===== src/rtl/uart_tx_arbiter.sv =====
// Round-robin arbiter that shares one uart transmitter between NUM_REQ clients.
// Latches the winning word, holds start until tx_done rises, then enforces an inter-frame gap.
module uart_tx_arbiter #(
  parameter  int NUM_REQ        = 4,
  parameter  int GAP_CYCLES     = 5,
  parameter  int TIMEOUT_CYCLES = 1000,
  localparam int GRANT_W        = $clog2(NUM_REQ)
) (
  input  logic                   clk,
  input  logic                   rst_n,
  input  logic [NUM_REQ-1:0]     req_valid,
  input  logic [NUM_REQ*32-1:0]  req_data,
  output logic [NUM_REQ-1:0]     req_ready,
  output logic [NUM_REQ-1:0]     req_done,
  output logic [NUM_REQ-1:0]     timeout_err,
  output logic [31:0]            uart_data_in,
  output logic                   uart_start,
  input  logic                   uart_tx_done,
  output logic                   busy,
  output logic [GRANT_W-1:0]     grant_id
);

  localparam logic [15:0] TO_LAST  = 16'(TIMEOUT_CYCLES - 1);
  localparam logic [15:0] GAP_LAST = 16'(GAP_CYCLES - 1);

  typedef enum logic [1:0] {
    ST_IDLE,
    ST_SEND,
    ST_GAP
  } state_e;

  state_e               r_state;
  state_e               w_state_nxt;

  logic [31:0]          r_data;
  logic                 r_start;
  logic [GRANT_W-1:0]   r_grant;
  logic [GRANT_W-1:0]   r_last_grant;
  logic [NUM_REQ-1:0]   r_done;
  logic [NUM_REQ-1:0]   r_toerr;
  logic [15:0]          r_to_cnt;
  logic [15:0]          r_gap_cnt;
  logic                 r_tx_done_q;

  logic [31:0]          w_req_word [NUM_REQ];
  logic                 w_any_valid;
  logic [GRANT_W-1:0]   w_winner;
  logic [GRANT_W-1:0]   w_idx;
  logic [NUM_REQ-1:0]   w_winner_oh;
  logic [NUM_REQ-1:0]   w_grant_oh;
  logic                 w_complete;
  logic                 w_timeout;
  logic                 w_gap_done;

  for (genvar g = 0; g < NUM_REQ; g++) begin : g_unpack
    assign w_req_word[g] = req_data[32*g +: 32];
  end

  // Search starts just above the last winner so every client gets a turn.
  // NOTE: every variable gets a default at the top of an always_comb, so no path can infer a latch.
  always_comb begin
    w_any_valid = 1'b0;
    w_winner    = '0;
    w_idx       = '0;
    for (int k = 1; k <= NUM_REQ; k++) begin
      w_idx = GRANT_W'((int'(r_last_grant) + k) % NUM_REQ);
      if (!w_any_valid && req_valid[w_idx]) begin
        w_any_valid = 1'b1;
        w_winner    = w_idx;
      end
    end
  end

  assign w_winner_oh = NUM_REQ'(1) << w_winner;
  assign w_grant_oh  = NUM_REQ'(1) << r_grant;

  // Only a rising tx_done ends a frame; a level left over from the previous frame is ignored.
  assign w_complete = (r_state == ST_SEND) && uart_tx_done && !r_tx_done_q;
  assign w_timeout  = (r_state == ST_SEND) && (TIMEOUT_CYCLES != 0) &&
                      (r_to_cnt == TO_LAST) && !w_complete;
  assign w_gap_done = (r_gap_cnt == GAP_LAST);

  always_comb begin
    w_state_nxt = r_state;
    case (r_state)
      ST_IDLE: begin
        if (w_any_valid) w_state_nxt = ST_SEND;
      end
      ST_SEND: begin
        if (w_complete || w_timeout) w_state_nxt = (GAP_CYCLES == 0) ? ST_IDLE : ST_GAP;
      end
      ST_GAP: begin
        if (w_gap_done) w_state_nxt = ST_IDLE;
      end
      default: w_state_nxt = ST_IDLE;
    endcase
  end

  // NOTE: sequential state uses non-blocking assignments so every flop samples pre-edge values.
  always_ff @(posedge clk or negedge rst_n) begin
    if (!rst_n) r_state <= ST_IDLE;
    else        r_state <= w_state_nxt;
  end

  always_ff @(posedge clk or negedge rst_n) begin
    if (!rst_n) begin
      r_data       <= '0;
      r_start      <= 1'b0;
      r_grant      <= '0;
      r_last_grant <= GRANT_W'(NUM_REQ - 1);
      r_done       <= '0;
      r_toerr      <= '0;
      r_to_cnt     <= '0;
      r_gap_cnt    <= '0;
      r_tx_done_q  <= 1'b0;
    end else begin
      r_tx_done_q <= uart_tx_done;
      r_done      <= '0;
      r_toerr     <= '0;
      case (r_state)
        ST_IDLE: begin
          if (w_any_valid) begin
            r_data       <= w_req_word[w_winner];
            r_grant      <= w_winner;
            r_last_grant <= w_winner;
            r_start      <= 1'b1;
            r_to_cnt     <= '0;
          end
        end
        ST_SEND: begin
          r_to_cnt <= r_to_cnt + 16'd1;
          if (w_complete) begin
            r_start   <= 1'b0;
            r_done    <= w_grant_oh;
            r_gap_cnt <= '0;
          end else if (w_timeout) begin
            r_start   <= 1'b0;
            r_toerr   <= w_grant_oh;
            r_gap_cnt <= '0;
          end
        end
        ST_GAP: begin
          r_gap_cnt <= r_gap_cnt + 16'd1;
        end
        default: begin
          r_start <= 1'b0;
        end
      endcase
    end
  end

  // req_ready is forced low while reset is held, even though the state already reads IDLE.
  assign req_ready    = (rst_n && (r_state == ST_IDLE)) ? w_winner_oh : '0;
  assign busy         = (r_state != ST_IDLE);
  assign uart_start   = r_start;
  assign uart_data_in = r_data;
  assign grant_id     = r_grant;
  assign req_done     = r_done;
  assign timeout_err  = r_toerr;

endmodule


===== config.mk =====
export PLATFORM = sky130hd
export DESIGN_NAME = uart_tx_arbiter
export DESIGN_NICKNAME = d
export VERILOG_FILES = /design/src/rtl/uart_tx_arbiter.sv
export SDC_FILE = /design/constraint.sdc
export NUM_CORES = 1
export LEC_CHECK = 0
export ABC_AREA = 1
export BUFFER_PORTS_ARGS = -buffer_cell sky130_fd_sc_hd__buf_2
export CAP_MARGIN = 20
export CORE_ASPECT_RATIO = 1.2
export CORE_MARGIN = 2
export CORE_UTILIZATION = 45
export DETAILED_ROUTE_END_ITERATION = 7
export GPL_TIMING_DRIVEN = 0
export PLACE_DENSITY = 0.79
export SETUP_SLACK_MARGIN = 0.15
export SYNTH_ARGS = -nofsm -noshare
export SYNTH_HDL_FRONTEND = slang
export SYNTH_SLANG_ARGS = --single-unit

===== constraint.sdc =====
create_clock -name clk -period 2.93 [get_ports clk]
set_clock_uncertainty 0.15 [all_clocks]
set_input_delay 0.1465 -clock clk [delete_from_list [all_inputs] [get_ports clk]]
set_output_delay 0.1465 -clock clk [all_outputs]
set_load 0.05 [all_outputs]

# --- Word-level counts from Yosys, hierarchy flattened ---
# Cells that the tools add are included.
op_classes:
  n_reduce_logical: 23
  shifts: 2
  bitwise_logic: 2
  n_eq_ne: 8
  n_addsub: 6
  n_mux: 38
  order_cmp: 5
op_table:
  columns: ["cell", "n"]
  rows:
  - ["$bmux W32 S2", 1]
  - ["$mux W32", 2]
  - ["$pmux W16 S2", 2]
  - ["$mux W16", 3]
  - ["$add A16 B1 Y16 const B", 2]
  - ["$mux W4", 6]
  - ["$eq A16 B10 Y1 const B", 1]
  - ["$eq A16 B3 Y1 const B", 1]
  - ["$mux W2", 7]
  - ["$lt A2 B3 Y1 const B", 4]
  - ["$mux W1", 11]
  - ["$bmux W1 S2", 4]
  - ["$logic_and A1 B1 Y1", 8]
  - ["$shl A1 B2 Y4 const A", 2]
  - ["$pmux W2 S3", 1]
  - ["$reduce_and A2 Y1", 3]
  - ["$reduce_and A3 Y1", 2]
  - ["$reduce_bool A2 Y1", 3]
  - ["$logic_not A1 Y1", 5]
  - ["$add A2 B1 Y2 const B", 2]
  - ["$add A2 B2 Y2 const B", 2]
  - ["$ne A2 B2 Y1 const B", 2]
  - ["$ge A3 B3 Y1 const B", 1]
  - ["$ne A3 B3 Y1 const B", 1]
  - ["other kinds (8)", 8]
word_totals:
  word_cells: 94
  in_bits: 135
  out_inout_bits: 48
  reg_bits: 80

# --- Depth between registers and ports, before layout ---
logic_depth:
  word_depth: 17
  ltp_mapped: 19
  ltp_nobuf: 16

# --- Worst setup path after synthesis ---
# No wires, ideal clock.
synth_timing:
  path_type: "register to output"
  start: "reg r_last_grant[0]"
  end: "out req_ready[0]"
  required_ps: 2634
  stages_incl_launch_ff: 14
  n_path_buf: 3
  setup_slack_ps: -4
  arrival_ps: 2638
  path_cell_list: "dfstp_2 > buf_6 > inv_8 > nand2_1 > nand2_2 > nand2_4 > nand2_4 > nor2_4 > nand3_2 > nand2_2 > buf_6 > buf_6 > inv_1 > nor3_1"
synth_via:
  elab_chain_cells: 15
  elab_cells_between_ends: 27
  cone_classes: "add/sub (4); shift (1); mux (16); reduce/logical (6)"
synth_lines:
  columns: ["item", "line_no", "source"]
  rows:
  - ["start: declaration", "38", "logic [GRANT_W-1:0] r_last_grant;"]
  - ["start signal: assignment", "110", "r_last_grant <= GRANT_W'(NUM_REQ - 1);"]
  - ["start signal: assignment", "125", "r_last_grant <= w_winner;"]
  - ["$add A2 B1 Y2", "66", "w_idx = GRANT_W'((int'(r_last_grant) + k) % NUM_REQ);"]
  - ["$bmux W1 S2", "67", "if (!w_any_valid && req_valid[w_idx]) begin"]
  - ["$mux W1 (implied by the code)", "67", null]
  - ["$mux W1", "67", null]
  - ["$logic_not A1 Y1", "67", null]
  - ["$logic_and A1 B1 Y1", "67", null]
  - ["$mux W1", "67", null]
  - ["$logic_not A1 Y1", "67", null]
  - ["$logic_and A1 B1 Y1", "67", null]
  - ["$mux W1", "67", null]
  - ["$logic_not A1 Y1", "67", null]
  - ["$logic_and A1 B1 Y1", "67", null]
  - ["$mux W2 *", "67", null]
  - ["$shl A1 B2 Y4 *", "74", "assign w_winner_oh = NUM_REQ'(1) << w_winner;"]
  - ["$mux W4 *", "153", "assign req_ready = (rst_n && (r_state == ST_IDLE)) ? w_winner_oh : '0;"]
  - ["end: declaration", "13", "output logic [NUM_REQ-1:0] req_ready,"]
# Mark *: on every way between the ends. The rest lies on a longest branch, timed or not. The select of a mux whose other input is x is not followed.

# --- Worst setup path in the final report ---
layout_timing:
  start: "reg r_last_grant[0]"
  end: "out req_ready[1]"
# Same word-level chain as after synthesis.

==> results.cfg <==
[worst_setup_path]
cp_slowest_cell = dfstp_2
start_kind = flip-flop
crit_path_end_kind = output pin
critPathBufInv = 5
worst-path-stages = 14
worstPathRequired_ns = 2.63
max_stage_delay_ns = 0.53
rr_worst_depth = 16
critPathTopFamily = simple AND/OR/NAND/NOR gates
crit_fanout = 8
cpMostUsedCell = nand2_1
worstPathCellList = buf_8 -> inv_8 -> nand2_1 -> nand3_1 -> nand2_2 -> nand2_1 -> nand2_1 -> nand2_1 -> nand2_2 -> nand2_2 -> buf_8 -> buf_8 -> nor3_1 -> buf_4
cp.arrival_ns = 2.39
path_class = flip-flop to output pin

[sta]
final-hold-violation-count = 0
grt_setup_unrepaired = yes
tightest_slew_ns = 0.469
relSlewSlack_pct = 68.8
finalWorstPathRequiredPeriod_ns = 2.68
drv_slew = 0
setup_tns_ns = 0
setup_viol = 0
fmax_ghz = 0.373
timing.final.crit_share_pct = 91.6

[global_routing]
antenna_found_initial = 0
grt_pass1_wl_mm = 26.0
grt_pass1_vias = 5498
grt_max_degree = 69
gr-total-overflow = 0
grt_usage_pct = 27.0

[layout]
drive_above_1_share_pct = 28.5
nets = 1120
synthToLayoutAreaGrowth_pct = 30.9
final_cell_mix = 385 x nand2_1, 194 x buf_2, 90 x nand3_1
final_common_cell = nand2_1
fin_cells = 1140
antenna_cells = 0

[synthesis]
synth_cells = 775
synthDistinctLibCells = 38
synth_ff_type = dfrtp_1
yosys_warnings = 0
synth_area_leaders = dfrtp_1 38%, nand2_1 28%, nand3_1 8.8%
syn_nets = 913
ys_seq_area_share_pct = 38.7
ys_seq_elements = 80
avgSynthCellArea_um2 = 6.69
netlist.area_leader.share_pct = 37.6
synth.largest_area_cell = dfrtp_1
synth-async-reset-ratio_pct = 100
synth_area_um2 = 5180
synth_edf_count = 0

[route]
drtPass1Iterations = 5
routed_wl_mm = 16.2
ant_nets = 0
vias = 5827
drt_iter0_drc = 373
wl_per_cell_um = 14.2
drc_errors = 0
avgViaCountPerCell = 5.11

[outcome]
outcome = completed

[floorplanning]
num_rows = 42
core_um2 = 11100
start_util_pct = 46.5
die-area_um2 = 12400
die_y_um = 122
die_w_um = 102
ios = 183

[place]
io_buffers = 182
dp_hpwl_mm = 12.1
place_inst = 1112
gp_congestion = 0.916

[clock_tree]
clkTransAtPathRegs_ns = 0.06
numCtsBuffers = 9
clock-sinks = 80
htreeDepth = 3
clock_latency_ns = 0.34
cts_buffer_depth = 2
root_buffer = clkbuf_16
cts_tree = built

[hold_path]
hold_depth = 7
hp-class = input port to flip-flop

[flow_run]
cap_violations = 0

[pwr]
p_leak_nw = 3.99
powerDensity_nw_per_um2 = 394
ir_worst_vdd_mv = 0.282
==> Yosys cell counts (2+ instances only) <==
library cell	n
dfstp_2	2
dfrtp_1	78
nor2_4	2
inv_1	37
nand2_4	3
nor4_1	7
buf_6	12
clkbuf_1	4
nand4_1	5
buf_4	6
nand3_1	91
o22ai_1	6
o32ai_1	3
o21ai_0	22
a31oi_1	3
o31ai_1	3
nor3_1	21
inv_2	5
buf_2	17
nor2_1	26
nand2_2	12
nand2_1	385
a21oi_1	8
ha_1	3
==> final timing paths <==
path | start | endpoint | slack, ns
min in group asynchronous | rst_n | uart_data_in[10] | 0.05
hold reg to reg | uart_start | uart_start | 0.32
max in group asynchronous | rst_n | r_last_grant[1] | 1.97
setup reg to reg | r_last_grant[0] | uart_data_in[10] | 0.43
setup / recovery | r_last_grant[0] | req_ready[1] | 0.25
hold / removal | req_data[31] | uart_data_in[31] | 0.03
==> power by group <==
part / internal (mW) / leakage [nW] / switching (mW)
Clock: 0.722 / 0.154 / 0.435
Sequential: 1.11 / 1.01 / 0.000182
Combinational: 0.182 / 2.83 / 0.231
==> cells by family (layout without fill, tap and decap cells) <==
kind of cell	count (synthesis)	in the layout	synth area share (%)
compound gates	51	51	6.13
mux	1	1	0.193
xor+xnor	1	1	0.169
fa+ha+maj	3	3	0.724
flops	80	80	38.7
buf+inv	83	294	8.78
simple gates	556	556	45.3
==> cell type report <==
cell class | count | area, um^2
fill | 1101 | 4350
multi-input combinational | 612 | 2750
sequential | 80 | 2000
timing repair buffer | 196 | 1060
buffer | 39 | 299
clock buffer | 12 | 267
tap | 154 | 193
inverter | 44 | 175
clock inverter | 3 | 40.0
==> metal layers <==
layer	GRT usage, %	part of all wire, %
met1	34.3	40
met2	44.9	49
met3	5.16	7.5
met4	11.4	3.1
met5	0	0
==> worst min-delay path: cells and delay by family <==
family | cells | cell delay (ns)
buffers and inverters | 1 | 0.08
and+or+nand+nor | 6 | 0.27
==> registers in the layout (all words and copies together), names as in the netlist <==
register,cells
grant_id,2
r_gap_cnt,16
r_last_grant,2
r_state,2
r_to_cnt,16
r_tx_done_q,1
req_done,4
timeout_err,4
uart_data_in,32
uart_start,1
==> stage by stage <==
step	hold WS [ns]	power, mW	util, %	area (um^2)	setup slack, ns
after floorplan	-0.299	1.34	-	5180	-0.00437
after global placement	0.126	1.51	56.4	6290	0.271
after detailed placement	-0.136	1.51	56.7	6320	0.367
after CTS	0.0289	2.67	59.9	6680	0.147
after global routing	0.0568	2.80	60.9	6790	0.108
final	0.0298	2.67	60.9	6790	0.247
==> what timing repair did <==
| item | in CTS | in global routing |
|---|---|---|
| hold buffers | 2 | 0 |
| hold endpoints to repair | 80 | 0 |
| pin swaps | 1 | 1 |
| setup buffers | 1 | 10 |
| resized for setup | 7 | 11 |
| endpoints found under the setup margin | 2 | 4 |
Power figures use the tool's default switching activity.
